`src/rtl/evm_result_reader.sv`:
```
// evm_result_reader: scans the four candidate tallies out of a votingMachine by
// switching it to display mode, pressing each candidate button in turn and
// capturing the led value. It then publishes the counts, the winner and a tie flag.
module evm_result_reader #(
    parameter int unsigned HOLD_CYCLES = 16,
    parameter int unsigned GAP_CYCLES  = 4
) (
    input  logic       clock,
    input  logic       reset,
    input  logic       start,
    input  logic [7:0] led,
    output logic       mode,
    output logic       button1,
    output logic       button2,
    output logic       button3,
    output logic       button4,
    output logic       busy,
    output logic       done,
    output logic       result_valid,
    output logic [7:0] count1,
    output logic [7:0] count2,
    output logic [7:0] count3,
    output logic [7:0] count4,
    output logic [1:0] winner,
    output logic       tie
);

    localparam int unsigned CNT_W = 8;
    localparam int unsigned PH_W  = 8;
    localparam int unsigned NCAND = 4;
    localparam int unsigned IDX_W = 2;

    localparam logic [PH_W-1:0] HOLD_LOAD = PH_W'(HOLD_CYCLES - 1);
    localparam logic [PH_W-1:0] GAP_LOAD  = PH_W'(GAP_CYCLES - 1);
    localparam logic [IDX_W-1:0] LAST_IDX = IDX_W'(NCAND - 1);

    typedef enum logic [2:0] {
        S_IDLE,
        S_SETUP,
        S_PRESS,
        S_GAP,
        S_DONE
    } state_t;

    state_t              state_q, state_d;
    logic [IDX_W-1:0]    idx_q, idx_d;
    logic [PH_W-1:0]     phase_q, phase_d;
    logic [CNT_W-1:0]    shadow_q [NCAND];

    logic                mode_q, mode_d;
    logic [NCAND-1:0]    buttons_q, buttons_d;
    logic                busy_q, busy_d;
    logic                done_q, done_d;
    logic                valid_q, valid_d;
    logic [CNT_W-1:0]    counts_q [NCAND];
    logic [CNT_W-1:0]    counts_d [NCAND];
    logic [IDX_W-1:0]    winner_q, winner_d;
    logic                tie_q, tie_d;

    logic [CNT_W-1:0]    best_val;
    logic [IDX_W-1:0]    best_idx;
    logic                best_tie;

    // State register with the candidate index and the per-phase down-counter
    always_ff @(posedge clock) begin
        if (reset) begin
            state_q <= S_IDLE;
            idx_q   <= '0;
            phase_q <= '0;
        end else begin
            state_q <= state_d;
            idx_q   <= idx_d;
            phase_q <= phase_d;
        end
    end

    // Next-state logic: the phase counter reloads on every PRESS/GAP entry
    always_comb begin
        state_d = state_q;
        idx_d   = idx_q;
        phase_d = phase_q;
        unique case (state_q)
            S_IDLE: begin
                if (start) begin
                    state_d = S_SETUP;
                end
            end
            S_SETUP: begin
                state_d = S_PRESS;
                idx_d   = '0;
                phase_d = HOLD_LOAD;
            end
            S_PRESS: begin
                if (phase_q == '0) begin
                    state_d = S_GAP;
                    phase_d = GAP_LOAD;
                end else begin
                    phase_d = phase_q - PH_W'(1);
                end
            end
            S_GAP: begin
                if (phase_q == '0) begin
                    if (idx_q == LAST_IDX) begin
                        state_d = S_DONE;
                    end else begin
                        state_d = S_PRESS;
                        idx_d   = idx_q + IDX_W'(1);
                        phase_d = HOLD_LOAD;
                    end
                end else begin
                    phase_d = phase_q - PH_W'(1);
                end
            end
            S_DONE: begin
                state_d = S_IDLE;
            end
            default: begin
                state_d = S_IDLE;
            end
        endcase
    end

    // Capture led on the edge that ends the final cycle of each press
    always_ff @(posedge clock) begin
        if (reset) begin
            for (int i = 0; i < NCAND; i++) begin
                shadow_q[i] <= '0;
            end
        end else if (state_q == S_PRESS && phase_q == '0) begin
            shadow_q[idx_q] <= led;
        end
    end

    // Winner search: strict maximum, the lowest index keeps equal maxima
    always_comb begin
        best_val = shadow_q[0];
        best_idx = '0;
        best_tie = 1'b0;
        for (int i = 1; i < NCAND; i++) begin
            if (shadow_q[i] > best_val) begin
                best_val = shadow_q[i];
                best_idx = IDX_W'(i);
                best_tie = 1'b0;
            end else if (shadow_q[i] == best_val) begin
                best_tie = 1'b1;
            end
        end
    end

    // Output decode from the upcoming state so every output is a flop
    always_comb begin
        mode_d    = 1'b0;
        buttons_d = '0;
        busy_d    = 1'b0;
        done_d    = 1'b0;
        valid_d   = valid_q;
        counts_d  = counts_q;
        winner_d  = winner_q;
        tie_d     = tie_q;
        unique case (state_d)
            S_SETUP, S_GAP: begin
                mode_d = 1'b1;
                busy_d = 1'b1;
            end
            S_PRESS: begin
                mode_d    = 1'b1;
                busy_d    = 1'b1;
                buttons_d = NCAND'(4'b0001 << idx_d);
            end
            S_DONE: begin
                done_d   = 1'b1;
                valid_d  = 1'b1;
                counts_d = shadow_q;
                winner_d = best_idx;
                tie_d    = best_tie;
            end
            default: begin
            end
        endcase
        if (state_q == S_IDLE && state_d == S_SETUP) begin
            valid_d = 1'b0;
        end
    end

    // Output registers
    always_ff @(posedge clock) begin
        if (reset) begin
            mode_q    <= 1'b0;
            buttons_q <= '0;
            busy_q    <= 1'b0;
            done_q    <= 1'b0;
            valid_q   <= 1'b0;
            winner_q  <= '0;
            tie_q     <= 1'b0;
            for (int i = 0; i < NCAND; i++) begin
                counts_q[i] <= '0;
            end
        end else begin
            mode_q    <= mode_d;
            buttons_q <= buttons_d;
            busy_q    <= busy_d;
            done_q    <= done_d;
            valid_q   <= valid_d;
            winner_q  <= winner_d;
            tie_q     <= tie_d;
            counts_q  <= counts_d;
        end
    end

    assign mode         = mode_q;
    assign button1      = buttons_q[0];
    assign button2      = buttons_q[1];
    assign button3      = buttons_q[2];
    assign button4      = buttons_q[3];
    assign busy         = busy_q;
    assign done         = done_q;
    assign result_valid = valid_q;
    assign count1       = counts_q[0];
    assign count2       = counts_q[1];
    assign count3       = counts_q[2];
    assign count4       = counts_q[3];
    assign winner       = winner_q;
    assign tie          = tie_q;

endmodule

```
`config.mk`:
```
export PLATFORM = sky130hd
export DESIGN_NAME = evm_result_reader
export DESIGN_NICKNAME = d
export VERILOG_FILES = /design/src/rtl/evm_result_reader.sv
export SDC_FILE = /design/constraint.sdc
export NUM_CORES = 1
export LEC_CHECK = 0
export CORE_MARGIN = 2
export CORE_UTILIZATION = 51
export DETAILED_ROUTE_END_ITERATION = 12
export PLACE_DENSITY = 0.85
export SYNTH_ARGS = -nofsm -noshare
export SYNTH_HDL_FRONTEND = slang
export SYNTH_SLANG_ARGS = --single-unit
```
`constraint.sdc`:
```
create_clock -name clock -period 5.3 [get_ports clock]
set_input_delay 1.06 -clock clock [delete_from_list [all_inputs] [get_ports clock]]
set_output_delay 1.06 -clock clock [all_outputs]
set_load 0.02 [all_outputs]
```
# Word level (Yosys, flattened, before mapping)

Cells that the tools add are included.

Add/subtract/negate cells: 2
Order comparisons: 5
Eq/ne operators: 12
Shifts and indexed selects: 1
Multiplexer cells: 28
Bitwise logic cells: 2
Reductions and logical operators: 10

Operators with widths:

| kind                  | number |
|---|---|
| $mux W8               | 6 |
| $bwmux W32            | 1 |
| $eq A8 B8 Y1          | 3 |
| $gt A8 B8 Y1          | 3 |
| $pmux W8 S3           | 1 |
| $demux W8 S2          | 1 |
| $eq A3 B2 Y1 const B  | 4 |
| $mux W3               | 4 |
| $pmux W3 S4           | 1 |
| $mux W1               | 9 |
| $logic_not A8 Y1      | 1 |
| $mux W2               | 4 |
| $sub A8 B1 Y8 const B | 1 |
| $eq A3 B1 Y1 const B  | 2 |
| $pmux W2 S2           | 1 |
| $reduce_or A2 Y1      | 2 |
| $shl A1 B2 Y4 const A | 1 |
| $eq A3 B3 Y1 const B  | 1 |
| $ge A3 B3 Y1 const B  | 1 |
| $logic_and A1 B1 Y1   | 3 |
| $logic_not A3 Y1      | 1 |
| $lt A3 B1 Y1 const B  | 1 |
| $ne A3 B3 Y1 const B  | 1 |
| $not A2 Y3            | 1 |
| other kinds (6)       | 6 |

Register bits after elaboration: 87
Input bits: 11
Logic and storage cells: 77

# Logic depth before layout (Yosys ltp)

Depth after elaboration: 7
Gate-level depth with buffers: 21

# Least setup slack after synthesis

OpenSTA, ideal clock, no wires.

Kind: reg2reg
From: reg shadow_q[29] in the netlist's numbering
To: reg tie_q, in the netlist tie
Setup time: 0.116 ns
Arrival: 4.256 ns
Path slack: 0.928 ns
Stages on the path, launching flop included: 22
Path buffers: 1
Cells stage by stage: dfxtp_1 -> inv_1 -> ha_1 -> a211o_1 -> a21oi_1 -> nand3_1 -> nand2_1 -> mux2i_1 -> ha_1 -> nor2b_1 -> o211ai_1 -> a21oi_1 -> o22ai_1 -> clkbuf_1 -> nor2_1 -> a21o_1 -> ha_1 -> nand4_1 -> a21oi_1 -> nor3_1 -> or2_2 -> a31o_2

Word-level cells in the longest chain between the ends: 7
Elaborated cells on any way between the ends: 14

RTL lines:

| element                                                              | RTL line | source |
|---|---|---|
| start: declaration                                                   | 48       | `logic [CNT_W-1:0] shadow_q [NCAND];` |
| start signal: indexed assignment                                     | 130      | `shadow_q[idx_q] <= led;` |
| parallel branches: the longest is 6 deep, another holds $gt A8 B8 Y1 | n/a      |  |
| $mux W1 (*)                                                          | 140      | `if (shadow_q[i] > best_val) begin` |
| end signal: assignment                                               | 205      | `tie_q <= tie_d;` |
| end: declaration                                                     | 58       | `logic tie_q, tie_d;` |

Every way passes the cells marked *.
A chain may end at the register's enable or synchronous reset.

# Worst setup path in the final report

Ends and elaborated chain as after synthesis.

==> impl_metrics.ini <==
[outcome]
outcome = complete, no violations

[power]
swShare = 0.308
pwr-share-comb = 0.233
p_seq_frac = 0.494
peakVddDrop_uv = 169
internal_power_mw = 0.966
power_leakage_nw = 1.93
p_per_area_mw_per_mm2 = 296
switching_power_mw = 0.430
power_frac_clock = 0.273

[synth]
syn_nets = 495
synthCells = 459
synth.cell_area_mm2 = 0.00398
ys_ff_latch = 87
ys_warn_count = 0
ys_types = 42
synth_edf_count = 0
seq_area_frac_synth = 0.437
synthArstFlopShare = 0
synth_flop_cell = dfxtp_1
avgSynthCellArea_um2 = 8.68

[cts]
numClockSinks = 87
insertion_delay_ps = 350
cts_tree = built
cts.htree.levels = 3
clk_pin_slew_worst_paths_ps = 80
cts_setup_buffers = 0
clockBufferDepth = 2
cts_resized = 0
cts_buffers = 9
hold_buffers = 0
root_buffer = clkbuf_8

[global_route]
grt_pass1_vias = 3094
track_usage = 0.226
grt_max_degree = 46
grt_first_pass_wirelength_um = 15300
antenna_found_initial = 0
overflow = 0

[sta]
slew_viol_final = 0
post-route-period-util = 0.854
rsz0062_at_grt = no
min_period_ps = 4530
setup_viol = 0
hold_viol_final = 0
finalClockSkew_ps = 14.7
worst_slew_pin_slew_ps = 1080
slew-limit-headroom = 0.281
fmax_ghz = 0.221
whs_ps = 453
setup-tns-final_ps = 0

[hold_path]
whs_path_depth = 2
hold_path_class = reg -> reg

[cells_and_area]
final_util = 0.618
drive_above_1_share = 0.0629
fin_nets = 542
final_area_mm2 = 0.00473
diodes = 0
fin_cells = 611
areaGrowthSynthToFinish_pct = 18.7

[floorplan]
fp.dieH_um = 92.4
fp.dieW_um = 92.4
core-area_mm2 = 0.00765
rows = 32
start_util = 0.521
pin_count = 54
dieArea_mm2 = 0.00853

[setup_path]
path_class = reg -> reg
critPathMaxFanout = 9
required_ps = 5540
start_kind = register
worst_ep_arrival_time_ps = 4770
rr_worst_depth = 22
end_kind = register

[route]
vias = 3340
viasPerCell = 5.47
wl_per_cell_um = 14.8
drc_errors = 0
drt-total-wl_um = 9060
first_iter_violations = 139
drtPass1Iterations = 4
postRouteAntennaNets = 0

[place]
numPortBuffers = 53
dp_hpwl_um = 6560
placed_cells = 597
gp_congestion = 0.874
dpl-instance-area_mm2 = 0.00457

[job]
drv_cap = 0
==> through the flow <==
step	setup slack (ps)	total power [mW]
2_1_floorplan	928	0.954
6_report	773	1.40
5_1_grt	441	1.48
4_1_cts	783	1.41
3_3_place_gp	932	1.02
3_5_place_dp	790	1.03
==> cells in the final DEF, fill, tap and decap left out, types with 6 or more instances in the layout <==
| cell | instances |
|---|---|
| nor2b_1 | 6 |
| clkdlybuf4s50_1 | 52 |
| clkbuf_8 | 9 |
| inv_1 | 16 |
| nand4_1 | 6 |
| nor2_1 | 62 |
| ha_1 | 25 |
| o21ai_0 | 7 |
| a21o_1 | 8 |
| dfxtp_1 | 87 |
| a21oi_1 | 49 |
| mux2i_1 | 40 |
| nor3_1 | 11 |
| nand2_1 | 74 |
==> final timing paths <==
| check | slack, ps | to | from |
|---|---|---|---|
| setup / recovery | 770 | tie | shadow_q[29] |
| hold / removal | 450 | count3[1] | count3[1] |
| setup reg to reg | 770 | tie | shadow_q[29] |
| hold reg to reg | 450 | count3[1] | count3[1] |
==> per-layer routing <==
metal	wire length [um]	global-route usage
met1	4330	0.315
met2	4210	0.359
met3	416	0.0448
met4	98	0.0609
met5	0	0
==> cell usage after synthesis (2+ instances only) <==
library cell  number  share of area
dfxtp_1           87           0.44
nand2_1           74          0.070
nor2_1            62          0.058
a21oi_1           49          0.062
mux2i_1           40           0.10
ha_1              25          0.079
inv_1             16          0.015
clkbuf_1          15          0.014
nor3_1            11          0.014
a21o_1             8          0.015
o21ai_0            7         0.0088
nand4_1            6         0.0094
nor2b_1            6         0.0094
nand3_1            5         0.0063
a211oi_1           3         0.0057
buf_2              3         0.0038
nand2b_1           3         0.0047
nand3_2            3         0.0075
o211ai_1           3         0.0057
o22ai_1            3         0.0047
a211o_1            2         0.0044
a311oi_1           2         0.0044
a31oi_1            2         0.0031
buf_4              2         0.0038
mux2_2             2         0.0057
nor3b_1            2         0.0038
o21bai_1           2         0.0038
o31a_1             2         0.0044
==> critical path, cell delays in order, from the launching register on <==
cell and delay (ps):
dfxtp_1 370, inv_1 50, ha_1 290, a211o_1 270
a21oi_1 180, nand3_1 120, nand2_1 380, mux2i_1 330
ha_1 290, nor2b_1 130, o211ai_1 140, a21oi_1 110
o22ai_1 160, buf_4 200, nor2_1 50, a21o_1 160
ha_1 290, nor2b_1 130, o211ai_1 80, a21oi_1 130
nor3_1 50, or2_2 300, a31o_2 240
==> logic make-up after synthesis <==
kind of cell    count (synthesis)  synth area share
flops                          87             0.437
simple gates                  179             0.203
compound gates                 89             0.135
buf+inv                        37            0.0396
fa+ha+maj                      25            0.0785
mux                            42             0.106
==> sequential cells by signal, indices dropped and copies added, names as in the netlist <==
name and count:
winner 2, result_valid 1, buttons_q 4, count2 8, tie 1, phase_q 8, count3 8, shadow_q 32
idx_q 2, done 1, count1 8, state_q 3, busy 1, count4 8
==> power groups by stage <==
stage / Clock, mW / Combinational, mW / Sequential, mW
floorplan: 0 / 0.252 / 0.701
global placement: 0 / 0.313 / 0.704
detailed placement: 0 / 0.324 / 0.704
CTS: 0.392 / 0.325 / 0.689
global route: 0.423 / 0.364 / 0.692
finish: 0.381 / 0.325 / 0.690
==> area by class of cell <==
cell class | instances | area [um^2]
Inverter | 16 | 60.1
Tap cell | 102 | 128
Sequential cell | 87 | 1740
Clock buffer | 9 | 124
Clock inverter | 5 | 27.5
Fill cell | 648 | 2920
Timing Repair Buffer | 57 | 556
Multi-Input combinational cell | 335 | 2090
Power figures use the tool's default switching activity.
